===== config.mk =====
export PLATFORM = sky130hd
export DESIGN_NAME = rshifter32_unit
export DESIGN_NICKNAME = d
export VERILOG_FILES = /design/src/rtl/rshifter32_unit.sv
export SDC_FILE = /design/constraint.sdc
export NUM_CORES = 1
export LEC_CHECK = 0
export BUFFER_PORTS_ARGS = -buffer_cell sky130_fd_sc_hd__buf_2
export CAP_MARGIN = 10
export CORE_MARGIN = 2
export CORE_UTILIZATION = 47
export DETAILED_ROUTE_END_ITERATION = 8
export PLACE_DENSITY = 0.76
export SLEW_MARGIN = 15
export SYNTH_ARGS = -nofsm -noshare
export SYNTH_HDL_FRONTEND = slang
export SYNTH_SLANG_ARGS = --single-unit

===== constraint.sdc =====
create_clock -name clk -period 0.9 [get_ports clk]
set_clock_uncertainty 0.2 [all_clocks]
set_input_delay 0.09 -clock clk [delete_from_list [all_inputs] [get_ports clk]]
set_output_delay 0.09 -clock clk [all_outputs]
set_load 0.1 [all_outputs]

===== src/rtl/rshifter32_unit.sv =====
// rshifter32_unit: registered right-shift unit for the ALU32 datapath.
// Barrel shifter (log2(WIDTH) stages) followed by a single output register.
// Logical (Mode=00) and arithmetic (Mode=01) right shifts; Mode=11 acts as logical.
// Optional macro RSHIFTER_ROTATE_EN: Mode=10 becomes rotate right by In2[SW-1:0];
// without it Mode=10 acts as a logical shift and no rotate logic is built.
module rshifter32_unit #(
    parameter int unsigned WIDTH = 32
) (
    input  logic             clk,
    input  logic             rst_n,
    input  logic [WIDTH-1:0] In1,
    input  logic [WIDTH-1:0] In2,
    input  logic [1:0]       Mode,
    input  logic             In_valid,
    output logic [WIDTH-1:0] Out,
    output logic             Out_valid
);

    localparam int unsigned SW = $clog2(WIDTH);

    logic             w_arith;
    logic             w_fill;
    logic [WIDTH-1:0] w_fill_word;
    logic             w_oversize;
    logic [WIDTH-1:0] w_shift;
    logic [WIDTH-1:0] w_result;
`ifdef RSHIFTER_ROTATE_EN
    logic             w_rot;
`endif

    logic [WIDTH-1:0] r_out;
    logic             r_out_valid;

    // Mode decode; only 01 is arithmetic, everything else that is not rotate is logical.
    assign w_arith     = (Mode == 2'b01);
    assign w_fill      = w_arith & In1[WIDTH-1];
    assign w_fill_word = {WIDTH{w_fill}};
`ifdef RSHIFTER_ROTATE_EN
    assign w_rot       = (Mode == 2'b10);
`endif

    // Any shift-amount bit above the barrel index means the amount is >= WIDTH.
    assign w_oversize  = |In2[WIDTH-1:SW];

    // Barrel stages: stage k moves the word right by 2^k when In2[k] is set.
    always_comb begin
        logic [WIDTH-1:0] v_ins;
        v_ins   = w_fill_word;
        w_shift = In1;
        for (int unsigned k = 0; k < SW; k++) begin
`ifdef RSHIFTER_ROTATE_EN
            // Rotate feeds the bits falling off the LSB end back in at the top.
            v_ins = w_rot ? w_shift : w_fill_word;
`else
            v_ins = w_fill_word;
`endif
            if (In2[k]) begin
                w_shift = (w_shift >> (1 << k)) | (v_ins << (WIDTH - (1 << k)));
            end
        end
    end

    // Oversized amounts saturate to the fill word; rotate ignores the upper amount bits.
`ifdef RSHIFTER_ROTATE_EN
    assign w_result = (w_oversize && !w_rot) ? w_fill_word : w_shift;
`else
    assign w_result = w_oversize ? w_fill_word : w_shift;
`endif

    // Output register: load on accepted input, hold data otherwise; valid tracks In_valid.
    always_ff @(posedge clk or negedge rst_n) begin
        if (!rst_n) begin
            r_out       <= '0;
            r_out_valid <= 1'b0;
        end else begin
            r_out_valid <= In_valid;
            if (In_valid) begin
                r_out <= w_result;
            end
        end
    end

    assign Out       = r_out;
    assign Out_valid = r_out_valid;

endmodule


==> results of run 1 <==
cell families after synthesis:
family | share of synthesized area
AOI/OAI and AO/OA | 0.1792
DFF | 0.2645
and+or+nand+nor | 0.1920
muxes | 0.3118
buffers and inverters | 0.05250
repair_timing:
| item | CTS |
|---|---|
| cloned | 2 |
| pin swaps | 26 |
| hold endpoints to repair | 34 |
| hold buffers | 1 |
| endpoints found under the setup margin | 65 |
| resized for setup | 89 |
| setup buffers | 16 |
metal layers:
metal / track usage / GRT overflow
met4: 1.056 / 105
met5: 0.1329 / 0
met1: 0.8690 / 3
met3: 0.6622 / 2
met2: 1.148 / 257
through the flow:
step                      setup slack [ps]  instances  utilization  TNS, ps  instance area, sq um
after floorplan                      -1019        324            -   -24030                  3466
after global placement               -1253        573       0.8031   -36520                  5129
after detailed placement             -1316        573       0.8031   -38340                  5129
after CTS                           -827.2        599       0.8985   -33360                  5738
==> metrics, run 1 <==
port bufs=101; clk buf depth=2; post-synthesis register bit count=33; H-tree depth=2; ranking of synthesized cells by area=dfrtp_1 26%, mux4_2 20%, mux2_2 5.1%; number of flops mapped to enable cells by yosys=0; most common cell in the netlist=nand2_1; top cell type by total area after synthesis=dfrtp_1; IO Pins=102; Mapped Avg Cell Area=9.635 sq um; GRT worst endpoint=Out[9]$_DFFE_PN0P_/D; Starting Density=0.4888; Die Height=85.50 um; Netlist Area Pre-Place=3122 sq um; die boundary width=85.50 um; post-synthesis cell type count=52; Halt Stage=5_1_grt; Post-synth top flop=dfrtp_1; Yosys warnings=0; total CTS buffers=5; pin count of the biggest net entering global routing=34; Yosys top cell area share=0.2645; Seq/Total Area, Yosys=0.2645; CTS root buf=clkbuf_8; Rows=29; synthesized instance count=324; CTS sink cnt=33; initial antenna violation count=2; Commonest cells post-synth=38 x nand2_1, 33 x dfrtp_1, 32 x nor2_1; post-synthesis async set-or-reset flop share=1.000; outcome=did not finish; worst_ep kind=register input; Final HPWL DP=9685 um; syn_nets=393; Error=[ERROR GRT-0232] Routing congestion too high. Check the congestion heatmap in the GUI.; total congestion overflow=367; total track usage=0.9107; Routability Congestion=0.9150
==> run 2, diff against run 1 <==
CORE_UTILIZATION = 40   (was 47)
PLACE_DENSITY = not set   (was 0.76)
PLACE_DENSITY_LB_ADDON = 0.15   (was not set)
clock period = 1.15 ns   (was 0.9 ns; I/O delays follow)
==> metrics, run 2 <==
Vias=3766; Least-Margin Pin Slew=545.3 ps; worst r2r dst=Out[20]$_DFFE_PN0P_; Max VDD drop=0.4760 mV; Post-synth top flop=dfrtp_1; outcome=finished with violations; worst slack at placement=-1071 ps (+245.3 ps); WL met3=647 um; initial antenna violation count=0; diodes inserted=0; Yosys top cell area share=0.2645 (unchanged); die area=8527 sq um; Hold Violations, Final=0; total power=4.984 mW; Worst R2R Path Depth=2; core area=7647 sq um; first-pass GRT wire length=19540 um; most frequent cells in the layout=99 x buf_4, 56 x buf_2, 40 x buf_12; Rows=32 (+10%); total track usage=0.2927; Fmax=556.2 MHz; clk buf depth=2 (unchanged); pin count of the biggest net entering global routing=34; Seq/Total Area, Yosys=0.2645 (unchanged); residual DRC count=0; DR iter-0 viols=280; min-delay worst type=in -> reg; post-synthesis async set-or-reset flop share=1.000 (unchanged); pwr/cell area=841.5 nW/um^2; Critical Path End Type=flop; syn_nets=393 (unchanged); Mapped Avg Cell Area=9.635 sq um (unchanged); metal2 WL=6410 um; Routability Congestion=0.9513 (+4.0%); number of flops mapped to enable cells by yosys=0 (unchanged); vias in the first global route=3799; H-tree depth=2 (unchanged); commonest non-fill, non-tap cell in the layout=buf_4; post-synthesis register bit count=33 (unchanged); crit path DAT=1770 ps; CTS tree=yes; final WL=12300 um; max-cap violation count=0; total congestion overflow=0; ranking of synthesized cells by area=dfrtp_1 26%, mux4_2 20%, mux2_2 5.1%; synthesized instance count=324 (unchanged); most common cell in the netlist=nand2_1; clock slew at reported path FFs=70 ps; Largest register FFs=32; uppermost layer routed=met4; Via density=5.940; RSZ-0062 raised after global routing=yes; Final nets=600; final number of max-transition violations=0; Leak=2.515 nW; Die Height=92.34 um (+8.0%); Setup crit start kind=input port; DP Cell Count=596 (+4.0%); CP Class=in -> reg; Final setup violation count=65; top cell type by total area after synthesis=dfrtp_1; post-synthesis cell type count=52 (unchanged); WL met1=4855 um; final instance count without filler cells=634; 1st-pass router iterations=6; RR Startpoint=Out[20]$_DFFE_PN0P_; die boundary width=92.34 um (+8.0%); Netlist Area Pre-Place=3122 sq um (unchanged); Worst slew margin=0.6326; fin crit period=1798 ps; Final HPWL DP=9299 um (-4.0%); Worst Path Required=1120 ps; CTS root buf=clkbuf_8; total CTS buffers=5 (unchanged); drt wl/cell=19.40 um; Antenna Nets Post-Route=0; WHS Path Cells=2; hold path startpoint=In_valid; R2R setup slack=70 ps; Commonest cells post-synth=38 x nand2_1, 33 x dfrtp_1, 32 x nor2_1; crit-path max FO=6; Final period util=1.563; area added between synthesis and finish=89.74%; Hold EP=Out_valid$_DFF_PN0_; Starting Density=0.4082 (-0.08062); worst skew pair latency=280 ps; failing checks=setup timing; layout cells sized above 1=0.7030; port bufs=101 (unchanged); IO Pins=102 (unchanged); CTS sink cnt=33 (unchanged); Yosys warnings=0 (unchanged); final setup margin=-647.8 ps
-- run 2: cell counts after synthesis --
Identical to the previous run, type by type.
-- run 2: critical path, cell delays in order --
cell and delay (ps):
buf_12 100, buf_12 110, mux4_2 510, mux2_4 310, o22ai_4 100, and2b_1 200
o32a_1 320
-- run 2: kinds of logic (layout without fill, tap and decap cells) --
kind of cell           count (synthesis)  after routing  share of synthesized area
and+or+nand+nor                      125            125                     0.1920
AOI/OAI and AO/OA                     76             76                     0.1792
muxes                                 54             54                     0.3118
buffers and inverters                 36            244                    0.05250
DFF                                   33             33                     0.2645
-- run 2: layer usage --
layer / vias to the layer above / global-route usage
met5: - / 0
met1: 1860 / 0.3681
met2: 172 / 0.5328
li1: 1698 / -
met3: 36 / 0.02441
met4: 0 / 0.09204
-- run 2: layout make-up --
| type | instances | area [sq um] |
|---|---|---|
| repair buffers | 228 | 2215 |
| flip-flops and latches | 33 | 864.6 |
| clock buffers | 6 | 72.57 |
| multi-input cells | 255 | 2604 |
| inverters | 8 | 30.03 |
| clock inverters | 2 | 10.01 |
| well taps | 102 | 127.6 |
| fillers | 528 | 1724 |
-- run 2: through the flow --
step	hold slack (ps)	utilization	area (sq um)	TNS [ps]
floorplan	-380.6	-	3381	-16990
global placement	-114.4	0.6649	5085	-27600
detailed placement	-112.8	0.6649	5085	-28620
CTS	26.59	0.7531	5759	-16300
global route	40.58	0.7745	5923	-19810
finish	32.22	0.7745	5923	-17360
-- run 2: how the worst max path moves through the flow --
stage | start | endpoint | slack, ps | depth (start not counted)
finish | In2[1] | Out[4]$_DFFE_PN0P_ | -650 | 7
global route | In2[1] | Out[4]$_DFFE_PN0P_ | -680 | 7
CTS | In2[1] | Out[4]$_DFFE_PN0P_ | -630 | 7
detailed placement | In2[1] | Out[0]$_DFFE_PN0P_ | -1070 | 7
global placement | In2[1] | Out[0]$_DFFE_PN0P_ | -1030 | 7
floorplan | In2[1] | Out[4]$_DFFE_PN0P_ | -790 | 6
-- run 2: where the power goes --
part           switching [mW]  internal, mW
sequential              0.106          1.27
clock                   0.425         0.419
combinational            1.51          1.26
total                    2.04          2.95
-- run 2: timing repair --
item	CTS	global route
pin swaps	25	14
endpoints found under the setup margin	65	65
hold buffers	1	0
gates resized for setup	84	23
hold endpoints to repair	33	0
gates cloned	2	0
setup buffers	21	7
Note: power is estimated with default switching activity, not from simulation.
==> run 3, diff against run 2 <==
BUFFER_PORTS_ARGS = -buffer_cell sky130_fd_sc_hd__clkbuf_2   (was -buffer_cell sky130_fd_sc_hd__buf_2)
TNS_END_PERCENT = 20   (was not set)
==> metrics, run 3 (synthesized netlist as in run 2, its figures left out) <==
min-delay worst type=in -> reg; final number of max-transition violations=0 (unchanged); area added between synthesis and finish=71.26%; initial antenna violation count=0 (unchanged); final WL=11220 um (-8.8%); DR iter-0 viols=204 (-27%); M1 GR Usage=0.3592 (-0.008934); Rows=32 (unchanged); clk buf depth=2 (unchanged); final setup margin=-656.4 ps (-8.546 ps); vias in the first global route=3494 (-8.0%); commonest non-fill, non-tap cell in the layout=buf_4; crit path DAT=1790 ps (+20 ps); critical path, cell by cell=clkbuf_16 > buf_12 > mux4_2 > mux2_4 > o22ai_2 > and2b_1 > o32a_1; Worst R2R Path Depth=2 (unchanged); CTS tree=yes; Hold Violations, Final=0 (unchanged); Antenna Nets Post-Route=0 (unchanged); Fmax=553.6 MHz (-0.47%); Leak=2.331 nW (-7.3%); clock slew at reported path FFs=80 ps (about the same); RSZ-0062 raised after global routing=yes; grt peak-use layer=met2; die area=8527 sq um (unchanged); fin util=0.6991 (-0.07543); fin crit period=1806 ps (+8.546 ps); Final HPWL DP=9037 um (-2.8%); layout cells sized above 1=0.5853 (-0.1177); outcome=finished with violations; pin count of the biggest net entering global routing=34 (unchanged); CP max-delay cell=mux4_2; die boundary width=92.34 um (unchanged); Routability Congestion=0.9452 (-0.64%); CP Class=in -> reg; Die Height=92.34 um (unchanged); R2R setup slack=90 ps (+20 ps); Final period util=1.571 (+0.007431); worst r2r dst=Out[28]$_DFFE_PN0P_; Critical path buffers and inverters=2 (unchanged); Setup crit start kind=input port; Starting Density=0.4082 (unchanged); drt wl/cell=18.51 um (-4.6%); WHS Path Cells=3 (+1); Via density=5.884 (-0.94%); Final nets=572 (-4.7%); total CTS buffers=5 (unchanged); crit-path max FO=6 (unchanged); Largest register FFs=32 (unchanged); CTS root buf=clkbuf_8; core area=7647 sq um (unchanged); worst skew pair latency=290 ps (about the same); CTS sink cnt=33 (unchanged); Critical Path Max Stage Delay=510 ps (about the same); Vias=3566 (-5.3%); max-cap violation count=0 (unchanged); first-pass GRT wire length=18130 um (-7.2%); total track usage=0.2685 (-0.02422); 1st-pass router iterations=5 (-1); H-tree depth=2 (unchanged); most frequent cells in the layout=87 x buf_4, 66 x clkbuf_2, 39 x buf_12; Max VDD drop=0.4662 mV (-2.1%); family with the most delay on the worst path=multiplexers; port bufs=101 (unchanged); pwr/cell area=885.8 nW/um^2 (+5.3%); residual DRC count=0 (unchanged); Critical Path End Type=flop; hold path startpoint=In_valid; met3 Usage GRT=0.03662 (+0.01221); Final setup violation count=65 (unchanged); failing checks=setup timing; WHS=93.04 ps (+60.81 ps); total congestion overflow=0 (unchanged); Hold EP=Out[17]$_DFFE_PN0P_; IO Pins=102 (unchanged); Worst Path Required=1130 ps (about the same); diodes inserted=0 (unchanged); met2 usage=0.4526 (-0.08029); Worst slew margin=0.7137 (+0.08109); Least-Margin Pin Slew=425.0 ps (-120.4 ps); RR Startpoint=Out[28]$_DFFE_PN0P_
[run 3: repair_timing]
action	4_1_cts	5_1_grt
pin swaps	20	11
hold buffers	2	0
hold endpoints to repair	34	0
endpoints found under the setup margin	65	65
setup buffers	11	1
gates cloned	0	0
gates resized for setup	43	16
[run 3: worst max path at each step]
stage | start | end | slack, ps | cells after the start
floorplan | In2[1] | Out[4]$_DFFE_PN0P_ | -790 | 6
CTS | In2[1] | Out[4]$_DFFE_PN0P_ | -650 | 7
global route | In2[1] | Out[4]$_DFFE_PN0P_ | -700 | 7
global placement | In2[1] | Out[2]$_DFFE_PN0P_ | -1060 | 8
finish | In2[1] | Out[4]$_DFFE_PN0P_ | -660 | 7
detailed placement | In2[1] | Out[4]$_DFFE_PN0P_ | -1090 | 7
[run 3: worst reg2reg max path: cells and delay by family, from the launching register on]
family             cells  cell delay, ps
DFF                    1             400
AOI/OAI and AO/OA      1             210
and+or+nand+nor        1             140
[run 3: metrics by stage]
step                      power (mW)  cell area (sq um)  std cells  setup WS [ps]  setup TNS, ps
after floorplan                2.708               3246        324         -794.4         -19560
after global placement         3.692               4930        589          -1056         -28230
after detailed placement       3.735               4930        589          -1093         -29250
after CTS                      4.678               5264        605         -651.1         -17660
after global routing           4.900               5346        606         -695.3         -20710
final                          4.736               5346        606         -656.4         -18050
[run 3: per-layer routing]
layer  wire [um]  up-vias  part of all wire
li1            -     1641                 -
met1        4718     1765              0.42
met2        5619      137              0.50
met3         593       23             0.053
met4         285        0             0.025
met5           0        -                 0
[run 3: report_power, final]
group	switching, mW	total (mW)	internal (mW)
Combinational	1.40	2.52	1.12
Sequential	0.103	1.35	1.25
Clock	0.443	0.863	0.420
[run 3: final cells by class]
class,count,area [sq um]
multi-input cells,255,2415
flip-flops and latches,33,825.8
well taps,102,127.6
fillers,589,2301
inverters,8,30.03
repair buffers,200,1866
clock buffers,6,72.57
clock inverters,2,10.01
==> run 4, diff against run 3 <==
ABC_AREA = 1   (was not set)
==> metrics, run 4 <==
clk buf depth=2 (unchanged); most common cell in the netlist=nand2_1; post-synthesis register bit count=33 (unchanged); Worst setup endpoint=Out[4]$_DFFE_PN0P_; Max VDD drop=0.7159 mV (+54%); outcome=finished with violations; post-synthesis async set-or-reset flop share=1.000 (unchanged); pin count of the biggest net entering global routing=34 (unchanged); H-tree depth=2 (unchanged); number of flops mapped to enable cells by yosys=0 (unchanged); RSZ-0062 raised after global routing=yes; initial antenna violation count=0 (unchanged); Final period util=1.165 (-0.4058); commonest non-fill, non-tap cell in the layout=nand2_1; final number of max-transition violations=0 (unchanged); Final HPWL DP=8564 um (-5.2%); Least-Margin Pin Slew=261.4 ps (-163.5 ps); Vias=4030 (+13%); Yosys warnings=0 (unchanged); ranking of synthesized cells by area=dfrtp_1 26%, nand3_1 26%, nand2_1 23%; syn_nets=619 (+58%); port bufs=101 (unchanged); IO Pins=102 (unchanged); 1st-pass router iterations=5 (unchanged); final instance count without filler cells=777 (+28%); Post-synth top flop=dfrtp_1; CTS sink cnt=33 (unchanged); Netlist Area Pre-Place=3134 sq um (+0.40%); Setup crit start kind=input port; Hold Violations, Final=4 (+4); CTS tree=yes; Final nets=743 (+30%); Starting Density=0.4098 (+0.001636); Seq/Total Area, Yosys=0.2635 (-0.001056); residual DRC count=0 (unchanged); die boundary width=92.52 um (+0.19%); total track usage=0.2572 (-0.01129); worst skew pair latency=290 ps (about the same); first-pass GRT wire length=17800 um (-1.8%); post-synthesis cell type count=27 (-48%); Routability Congestion=0.8698 (-8.0%); worst slack at placement=-536.8 ps (+555.8 ps); layout cells sized above 1=0.3393 (-0.2461); Via density=5.187 (-12%); CP Class=in -> reg; Yosys top cell area share=0.2635 (-0.001056); Worst Path Required=1170 ps (+40 ps); max-cap violation count=0 (unchanged); Die Height=92.52 um (+0.19%); CP Launch Point=In2[5]; WHS=-13.03 ps (-106.1 ps); worst r2r dst=Out[7]$_DFFE_PN0P_; fin crit period=1340 ps (-466.7 ps); Fmax=746.4 MHz (+35%); failing checks=hold timing, setup timing; Worst R2R Path Depth=3 (+1); Leak=2.539 nW (+8.9%); Worst slew margin=0.8253 (+0.1116); Design Area, Final=4935 sq um (-7.7%); CTS root buf=clkbuf_8; Critical Path End Type=flop; die area=8560 sq um (+0.39%); Antenna Nets Post-Route=0 (unchanged); diodes inserted=0 (unchanged); R2R setup slack=20 ps (-70 ps); Largest register FFs=32 (unchanged); drt wl/cell=13.94 um (-25%); RR Startpoint=Out[7]$_DFFE_PN0P_; placed cell area=4613 sq um (-6.4%); final WL=10830 um (-3.5%); clock slew at reported path FFs=70 ps (about the same); total congestion overflow=0 (unchanged); top cell type by total area after synthesis=dfrtp_1; vias in the first global route=3894 (+11%); area added between synthesis and finish=57.45%; final setup margin=-189.7 ps (+466.7 ps); Final setup violation count=65 (unchanged); synthesized instance count=550 (+70%); pwr/cell area=888.7 nW/um^2 (+0.33%); crit path DAT=1360 ps (-430 ps); total CTS buffers=5 (unchanged); Commonest cells post-synth=196 x nand2_1, 162 x nand3_1, 62 x nor2_1; most frequent cells in the layout=182 x nand2_1, 150 x nand3_1, 68 x clkbuf_2; total power=4.386 mW (-7.4%); DR iter-0 viols=229 (+12%); core area=7647 sq um (unchanged); Mapped Avg Cell Area=5.699 sq um (-41%); min-delay worst type=in -> async; Rows=32 (unchanged); crit-path max FO=8 (+2); DP Cell Count=767 (+30%)
-- run 4: cell count changes after synthesis, sizes merged, moves of 7 or more --
cell    delta
mux2      -14
a31oi     -15
o211ai     -9
nor3       -7
nor2      +34
nand3    +150
nand2    +159
mux2i      -8
or2        +7
inv       +16
nor4       -7
o21ai     +10
mux4      -32
-- run 4: cell type report --
| class | count | area (sq um) |
|---|---|---|
| Fill cell | 734 | 2713 |
| Clock inverter | 2 | 10.01 |
| Timing Repair Buffer | 149 | 1565 |
| Sequential cell | 33 | 835.8 |
| Clock buffer | 6 | 72.57 |
| Multi-Input combinational cell | 460 | 2222 |
| Inverter | 25 | 101.3 |
| Tap cell | 102 | 127.6 |
-- run 4: per-layer routing --
layer	vias up	part of all wire	track usage
met5	-	0	0
met4	0	0.013	0.05970
met3	13	0.049	0.03662
met2	121	0.52	0.4696
met1	1855	0.42	0.3187
li1	2041	-	-
-- run 4: worst min-delay path by stage --
stage	slack [ps]	start	to
floorplan	-380	rst_n	Out[0]$_DFFE_PN0P_
global placement	-250	rst_n	Out[31]$_DFFE_PN0P_
detailed placement	-250	rst_n	Out[31]$_DFFE_PN0P_
CTS	-20	In_valid	Out_valid$_DFF_PN0_
global route	10	rst_n	Out[31]$_DFFE_PN0P_
finish	-10	rst_n	Out[22]$_DFFE_PN0P_
-- run 4: report_power, final --
group          internal (mW)  total, mW  switching, mW  leakage (nW)
logic                  0.827       2.20           1.38          2.08
clock network          0.419      0.848          0.429        0.0450
registers               1.25       1.34         0.0887         0.414
-- run 4: critical path, cell delays in order --
cell and delay, ps:
clkbuf_2 90, nor2_2 90, and2_1 120, nand2_1 50
nor2_2 130, nand2_4 120, nor2_8 180, buf_12 140
nand2_1 60, nor2_2 130, nor2_2 50, nor2_1 90
-- run 4: metrics by stage --
step           setup TNS (ps)    util
5_1_grt                -10290  0.6453
4_1_cts                 -6818  0.6207
6_report                -6173  0.6453
2_1_floorplan           -8924       -
3_5_place_dp           -14130  0.6032
3_3_place_gp           -12820  0.6032
-- run 4: cells by family after synthesis --
kind of cell | count (synthesis) | synth area share
AO/OA/AOI/OAI | 21 | 0.03832
buffers and inverters | 57 | 0.08423
flip-flops | 33 | 0.2635
AND/OR/NAND/NOR | 439 | 0.6140
-- run 4: timing repair --
action / CTS / global route
pin swaps: 3 / 6
endpoints found under the setup margin: 65 / 65
endpoints found under the hold margin: 34 / 1
gates resized for setup: 16 / 49
buffers inserted: 3 / 0
hold buffers: 1 / 1
cloned: 0 / 1
